File: src/rtl/vx_commit_counters.sv
// Machine counters (mcycle, minstret, optional idle counter) and mcountinhibit fed by the commit retire summary.
// Define VX_COMMIT_IDLE_CNT_EN to add the idle-cycle counter at mhpmcounter3 (0xB03 / 0xB83).
module vx_commit_counters #(
   parameter int CORE_ID   = 0,
   parameter int NUM_LANES = 24,
   localparam int CSW      = $clog2(NUM_LANES + 1)
) (
   input  logic            clk,
   input  logic            reset,
   input  logic            cmt_valid,
   input  logic [CSW-1:0]  cmt_size,
   input  logic [11:0]     csr_rd_addr,
   output logic [31:0]     csr_rd_data,
   output logic            csr_rd_hit,
   input  logic            csr_wr_valid,
   input  logic [11:0]     csr_wr_addr,
   input  logic [31:0]     csr_wr_data,
   output logic [63:0]     instret,
   output logic [63:0]     cycles
);

   localparam logic [11:0] ADDR_MCYCLE        = 12'hB00;
   localparam logic [11:0] ADDR_MCYCLEH       = 12'hB80;
   localparam logic [11:0] ADDR_MINSTRET      = 12'hB02;
   localparam logic [11:0] ADDR_MINSTRETH     = 12'hB82;
   localparam logic [11:0] ADDR_MCOUNTINHIBIT = 12'h320;

   logic [63:0] mcycle;
   logic [63:0] minstret;
   logic        inh_cy;
   logic        inh_ir;
   logic [63:0] retire_add;

   logic wr_mcycle_lo, wr_mcycle_hi, wr_minstret_lo, wr_minstret_hi, wr_inhibit;

   assign wr_mcycle_lo   = csr_wr_valid && (csr_wr_addr == ADDR_MCYCLE);
   assign wr_mcycle_hi   = csr_wr_valid && (csr_wr_addr == ADDR_MCYCLEH);
   assign wr_minstret_lo = csr_wr_valid && (csr_wr_addr == ADDR_MINSTRET);
   assign wr_minstret_hi = csr_wr_valid && (csr_wr_addr == ADDR_MINSTRETH);
   assign wr_inhibit     = csr_wr_valid && (csr_wr_addr == ADDR_MCOUNTINHIBIT);

   // cmt_size is ignored entirely when the summary is not valid
   assign retire_add = cmt_valid ? {{(64-CSW){1'b0}}, cmt_size} : 64'd0;

   // A write to a counter replaces that cycle's increment; inhibit updates apply from the next cycle
   always_ff @(posedge clk) begin
      if (reset) begin
         mcycle   <= 64'd0;
         minstret <= 64'd0;
         inh_cy   <= 1'b0;
         inh_ir   <= 1'b0;
      end else begin
         if (wr_mcycle_lo)
            mcycle <= {mcycle[63:32], csr_wr_data};
         else if (wr_mcycle_hi)
            mcycle <= {csr_wr_data, mcycle[31:0]};
         else if (!inh_cy)
            mcycle <= mcycle + 64'd1;

         if (wr_minstret_lo)
            minstret <= {minstret[63:32], csr_wr_data};
         else if (wr_minstret_hi)
            minstret <= {csr_wr_data, minstret[31:0]};
         else if (!inh_ir)
            minstret <= minstret + retire_add;

         if (wr_inhibit) begin
            inh_cy <= csr_wr_data[0];
            inh_ir <= csr_wr_data[2];
         end
      end
   end

`ifdef VX_COMMIT_IDLE_CNT_EN
   localparam logic [11:0] ADDR_MHPM3  = 12'hB03;
   localparam logic [11:0] ADDR_MHPM3H = 12'hB83;

   logic [63:0] idle_cnt;
   logic        wr_idle_lo, wr_idle_hi, idle_cycle;

   assign wr_idle_lo = csr_wr_valid && (csr_wr_addr == ADDR_MHPM3);
   assign wr_idle_hi = csr_wr_valid && (csr_wr_addr == ADDR_MHPM3H);
   assign idle_cycle = !cmt_valid || (cmt_size == '0);

   always_ff @(posedge clk) begin
      if (reset)
         idle_cnt <= 64'd0;
      else if (wr_idle_lo)
         idle_cnt <= {idle_cnt[63:32], csr_wr_data};
      else if (wr_idle_hi)
         idle_cnt <= {csr_wr_data, idle_cnt[31:0]};
      else if (!inh_cy && idle_cycle)
         idle_cnt <= idle_cnt + 64'd1;
   end
`endif

   always_comb begin
      csr_rd_data = 32'd0;
      csr_rd_hit  = 1'b1;
      case (csr_rd_addr)
         ADDR_MCYCLE:        csr_rd_data = mcycle[31:0];
         ADDR_MCYCLEH:       csr_rd_data = mcycle[63:32];
         ADDR_MINSTRET:      csr_rd_data = minstret[31:0];
         ADDR_MINSTRETH:     csr_rd_data = minstret[63:32];
         ADDR_MCOUNTINHIBIT: csr_rd_data = {29'd0, inh_ir, 1'b0, inh_cy};
`ifdef VX_COMMIT_IDLE_CNT_EN
         ADDR_MHPM3:         csr_rd_data = idle_cnt[31:0];
         ADDR_MHPM3H:        csr_rd_data = idle_cnt[63:32];
`endif
         default:            csr_rd_hit  = 1'b0;
      endcase
   end

   assign instret = minstret;
   assign cycles  = mcycle;

   // Oversized retire groups are still accumulated; this only flags them in simulation
   a_cmt_size_range : assert property (@(posedge clk) disable iff (reset)
      cmt_valid |-> (cmt_size <= CSW'(NUM_LANES)))
      else $error("core %0d: cmt_size %0d exceeds NUM_LANES %0d", CORE_ID, cmt_size, NUM_LANES);

endmodule
File: config.mk
export PLATFORM = sky130hd
export DESIGN_NAME = vx_commit_counters
export DESIGN_NICKNAME = d
export VERILOG_FILES = /design/src/rtl/vx_commit_counters.sv
export SDC_FILE = /design/constraint.sdc
export NUM_CORES = 1
export LEC_CHECK = 0
export ABC_AREA = 1
export CORE_UTILIZATION = 45
export DETAILED_ROUTE_END_ITERATION = 12
export GPL_ROUTABILITY_DRIVEN = 0
export PLACE_DENSITY = 0.71
export SKIP_LAST_GASP = 1
export SYNTH_ARGS = -nofsm -noshare
export SYNTH_HDL_FRONTEND = slang
export SYNTH_SLANG_ARGS = --single-unit
File: constraint.sdc
create_clock -name clk -period 2.8 [get_ports clk]
set_clock_uncertainty 0.1 [all_clocks]
set_input_delay 0.28 -clock clk [delete_from_list [all_inputs] [get_ports clk]]
set_output_delay 0.28 -clock clk [all_outputs]
set_load 0.02 [all_outputs]
==> results.yml <==
run_status:
  result_of_the_run: "complete, but fails checks"
  violated_checks: "negative setup slack"
critical_path:
  critical_path_required_ps: 2420
  crit_type: "in -> out"
  worst_ep_arrival_time_ps: 2470
  sort_of_element_at_the_start_of_the_critical_path: "primary input"
  path_max_fanout: 27
  endpoint_type_of_the_worst_setup_path: "primary output"
place:
  portBuffers: 225
  placed_cell_area_mm2: 0.0146
  post-dp-hpwl_mm: 44.3
die:
  io-pin-count: 226
  core_area_mm2: 0.0251
  rows: 58
  chipHeight_um: 162
  die_w_um: 162
  initial_utilization: 0.458
  die_area_mm2: 0.0262
global_routing:
  globalRouteTotalUtil: 0.431
  wire_length_of_the_first_global_routing_pass_mm: 84.8
  groute.layer.met1.usage: 0.539
  grt_overflow_total: 0
  grt_start_max_net_pins: 81
  groute.layer.met3.usage: 0.0970
  number_of_global_route_vias_before_repair: 14700
  grt_most_used_layer: "met2"
  grt.met2_usage: 0.662
  antenna_found_initial: 0
clock_tree:
  clock-sinks: 130
  clkLatencyLatePin_ps: 440
  cts_buffers: 17
  clk_pin_slew_ps: 70
  max-clock-path-buffers: 2
  clk_root_buffer_cell: "clkbuf_16"
  tritoncts: "done"
  cts_hold_buf: 0
  ctsHtreeMaxLevel: 4
min_path:
  min-delay-path-class: "in -> reg"
logic_synthesis:
  synth-async-reset-ratio: 0
  synth-seq-area-share: 0.227
  mappedNetlistArea_mm2: 0.0115
  number_of_enable_type_register_cells_in_the_synthesized_netlist: 0
  synth.ff_latch_count: 130
  predominant_post_synthesis_flop_cell: "dfxtp_1"
  synth_cells: 2101
  syn-mean-instance-area_um2: 5.47
  yosysWarningCount: 0
  nets_in_the_synthesized_netlist: 2173
  synthDistinctLibCells: 46
power_and_ir_drop:
  switching_share: 0.259
  power_switching_uw: 1250
  total_leakage_power_uw: 0.00573
  power_frac_seq: 0.389
  clock_power_share: 0.520
  p_total_uw: 4840
  cell_internal_pwr_uw: 3590
  powerDensity_mw_per_mm2: 318
  comb_power_share: 0.091
  irDropWorstVdd_mv: 0.329
layout:
  drive_gt1_frac: 0.0677
  final_area_mm2: 0.0152
  sequential_cell_area_mm2: 0.00260
  final_net_count: 2438
  n_fill_cell: 2613
  area_delta_synth_final_pct: 32.3
  diodes: 0
  post-route-util: 0.606
  multiInputGateArea_mm2: 0.00744
sta:
  setup_viol: 1
  grt_setup_unrepaired: "yes"
  final_period_minus_worst_setup_slack_ps: 2850
  slew_headroom: 0.340
  drv_slew: 0
  fin_crit_sh: 1.02
  maxClockFrequency_mhz: 351
  setup_ws_ps: -46.8
  worst_slew_pin_slew_ps: 990
  hold_viol_final: 0
detailed_routing:
  drtAntennaViolNets: 0
  via_count_of_the_routed_design: 16200
  wl_mm: 57.4
  vias_per_cell: 5.99
  first_iter_violations: 2612
  drt-wirelength-per-cell_um: 21.2
  drt_first_pass_iters: 8
  post-route-drc-count: 0
flow_run:
  maxCapViolations: 0
-- power by group through the flow --
stage / sequential (uW) / combinational [uW] / clock [uW]
6_report: 1880 / 439 / 2520
5_1_grt: 1880 / 459 / 2580
4_1_cts: 1880 / 422 / 2500
3_5_place_dp: 1920 / 418 / 0
3_3_place_gp: 1920 / 416 / 0
2_1_floorplan: 1940 / 165 / 0
-- path summary, 6_finish.rpt --
kind	startpoint	endpoint	slack (ps)	cells after the start
worst min-delay path	csr_wr_data[11]	cycles[11]	400	3
worst max-delay path	csr_rd_addr[7]	csr_rd_data[13]	-50	9
worst min register to register	instret[63]	instret[63]	400	2
worst max register to register	instret[0]	instret[40]	120	14
-- cells in the mapped netlist, types with 5 or more instances --
| library cell | number | area [um2] |
|---|---|---|
| inv_1 | 308 | 1160 |
| o221ai_1 | 33 | 289 |
| dfxtp_1 | 130 | 2600 |
| nand3_1 | 183 | 916 |
| a21oi_1 | 158 | 791 |
| clkbuf_1 | 39 | 146 |
| nor2_2 | 8 | 50.1 |
| and2_1 | 15 | 93.8 |
| o21ai_0 | 106 | 531 |
| nand3b_1 | 6 | 45.0 |
| inv_2 | 6 | 22.5 |
| xor2_1 | 13 | 114 |
| o211ai_1 | 9 | 67.6 |
| nand4_1 | 42 | 263 |
| o22ai_1 | 33 | 206 |
| nor2_1 | 283 | 1060 |
| a31oi_1 | 10 | 62.6 |
| nor3_1 | 26 | 130 |
| nand2_1 | 620 | 2330 |
| o2111ai_1 | 5 | 43.8 |
| ha_1 | 6 | 75.1 |
| buf_2 | 19 | 95.1 |
-- area by class of cell --
cell class	instances	share of cell area
well taps	330	0.0272
clock inverters	12	0.0119
inverters	317	0.0787
multi-input cells	1590	0.490
clock buffers	20	0.0300
flip-flops and latches	130	0.171
repair buffers	310	0.191
-- placed cells by master, fill, tap and decap left out, types with 3 or more instances in the layout --
cell             netlist  layout
a21oi_1              158     158
a31oi_1               10      10
and2_1                15      15
buf_12                 0       5
buf_4                  3      80
bufinv_16              0       4
clkbuf_16              0      17
clkdlybuf4s50_1        0     191
clkinv_4               0       3
clkinvlp_4             0       5
dfxtp_1              130     129
dlygate4sd2_1          0      31
ha_1                   6       6
inv_1                308     307
inv_2                  6       6
nand2_1              620     620
nand3_1              183     182
nand3b_1               6       6
nand4_1               42      42
nor2_1               283     282
nor2_2                 8       9
nor2_4                 4       4
nor3_1                26      26
o2111ai_1              5       5
o211ai_1               9       9
o21ai_0              106     102
o21ai_1                4       8
o221ai_1              33      33
o22ai_1               33      29
o22ai_2                0       4
or2_2                  4       4
xor2_1                13      13
-- cells by family (layout without fill, tap and decap cells) --
kind of cell               count (synthesis)  in the layout  synth area share
AOI/OAI and AO/OA                        364            364             0.181
adders and majority gates                  7              7           0.00828
xor gates and xnor gates                  14             14            0.0107
DFF                                      130            130             0.227
and+or+nand+nor                         1205           1205             0.445
buffers and inverters                    381            659             0.129
-- critical path, cell delays in order --
cell	delay (ps)
clkdlybuf4s50_1	480
inv_1	70
nor4_4	390
nand2_1	90
buf_4	250
o22ai_1	330
inv_1	120
o221ai_1	80
dlygate4sd2_1	360
-- timing repair --
action | CTS | global route
gates resized for setup | 35 | 12
pin swaps | 0 | 1
endpoints found under the hold margin | 0 | 0
buffers inserted | 0 | 1
setup endpoints to repair | 32 | 9
-- state kept, by name, summed over array words and instances, names as in the netlist --
name,cells
cycles,64
instret,64
inh_ir,1
inh_cy,1
-- per-stage QoR --
stage / hold slack [ps] / std cells / TNS [ps] / setup WS, ps
finish: 396 / 2709 / -46.8 / -46.8
global placement: 393 / 2676 / -3940 / -351
CTS: 373 / 2708 / 0 / 17.6
floorplan: 328 / 2101 / 0 / 585
global route: 405 / 2709 / -183 / -67.7
detailed placement: 398 / 2676 / -5160 / -376
-- metal layers --
layer | routed length [um] | vias up
met5 | 0 | -
met4 | 4570 | 0
met3 | 7800 | 330
met2 | 24400 | 1340
met1 | 20700 | 7210
li1 | - | 7352
Note: power is estimated with default switching activity, not from simulation.
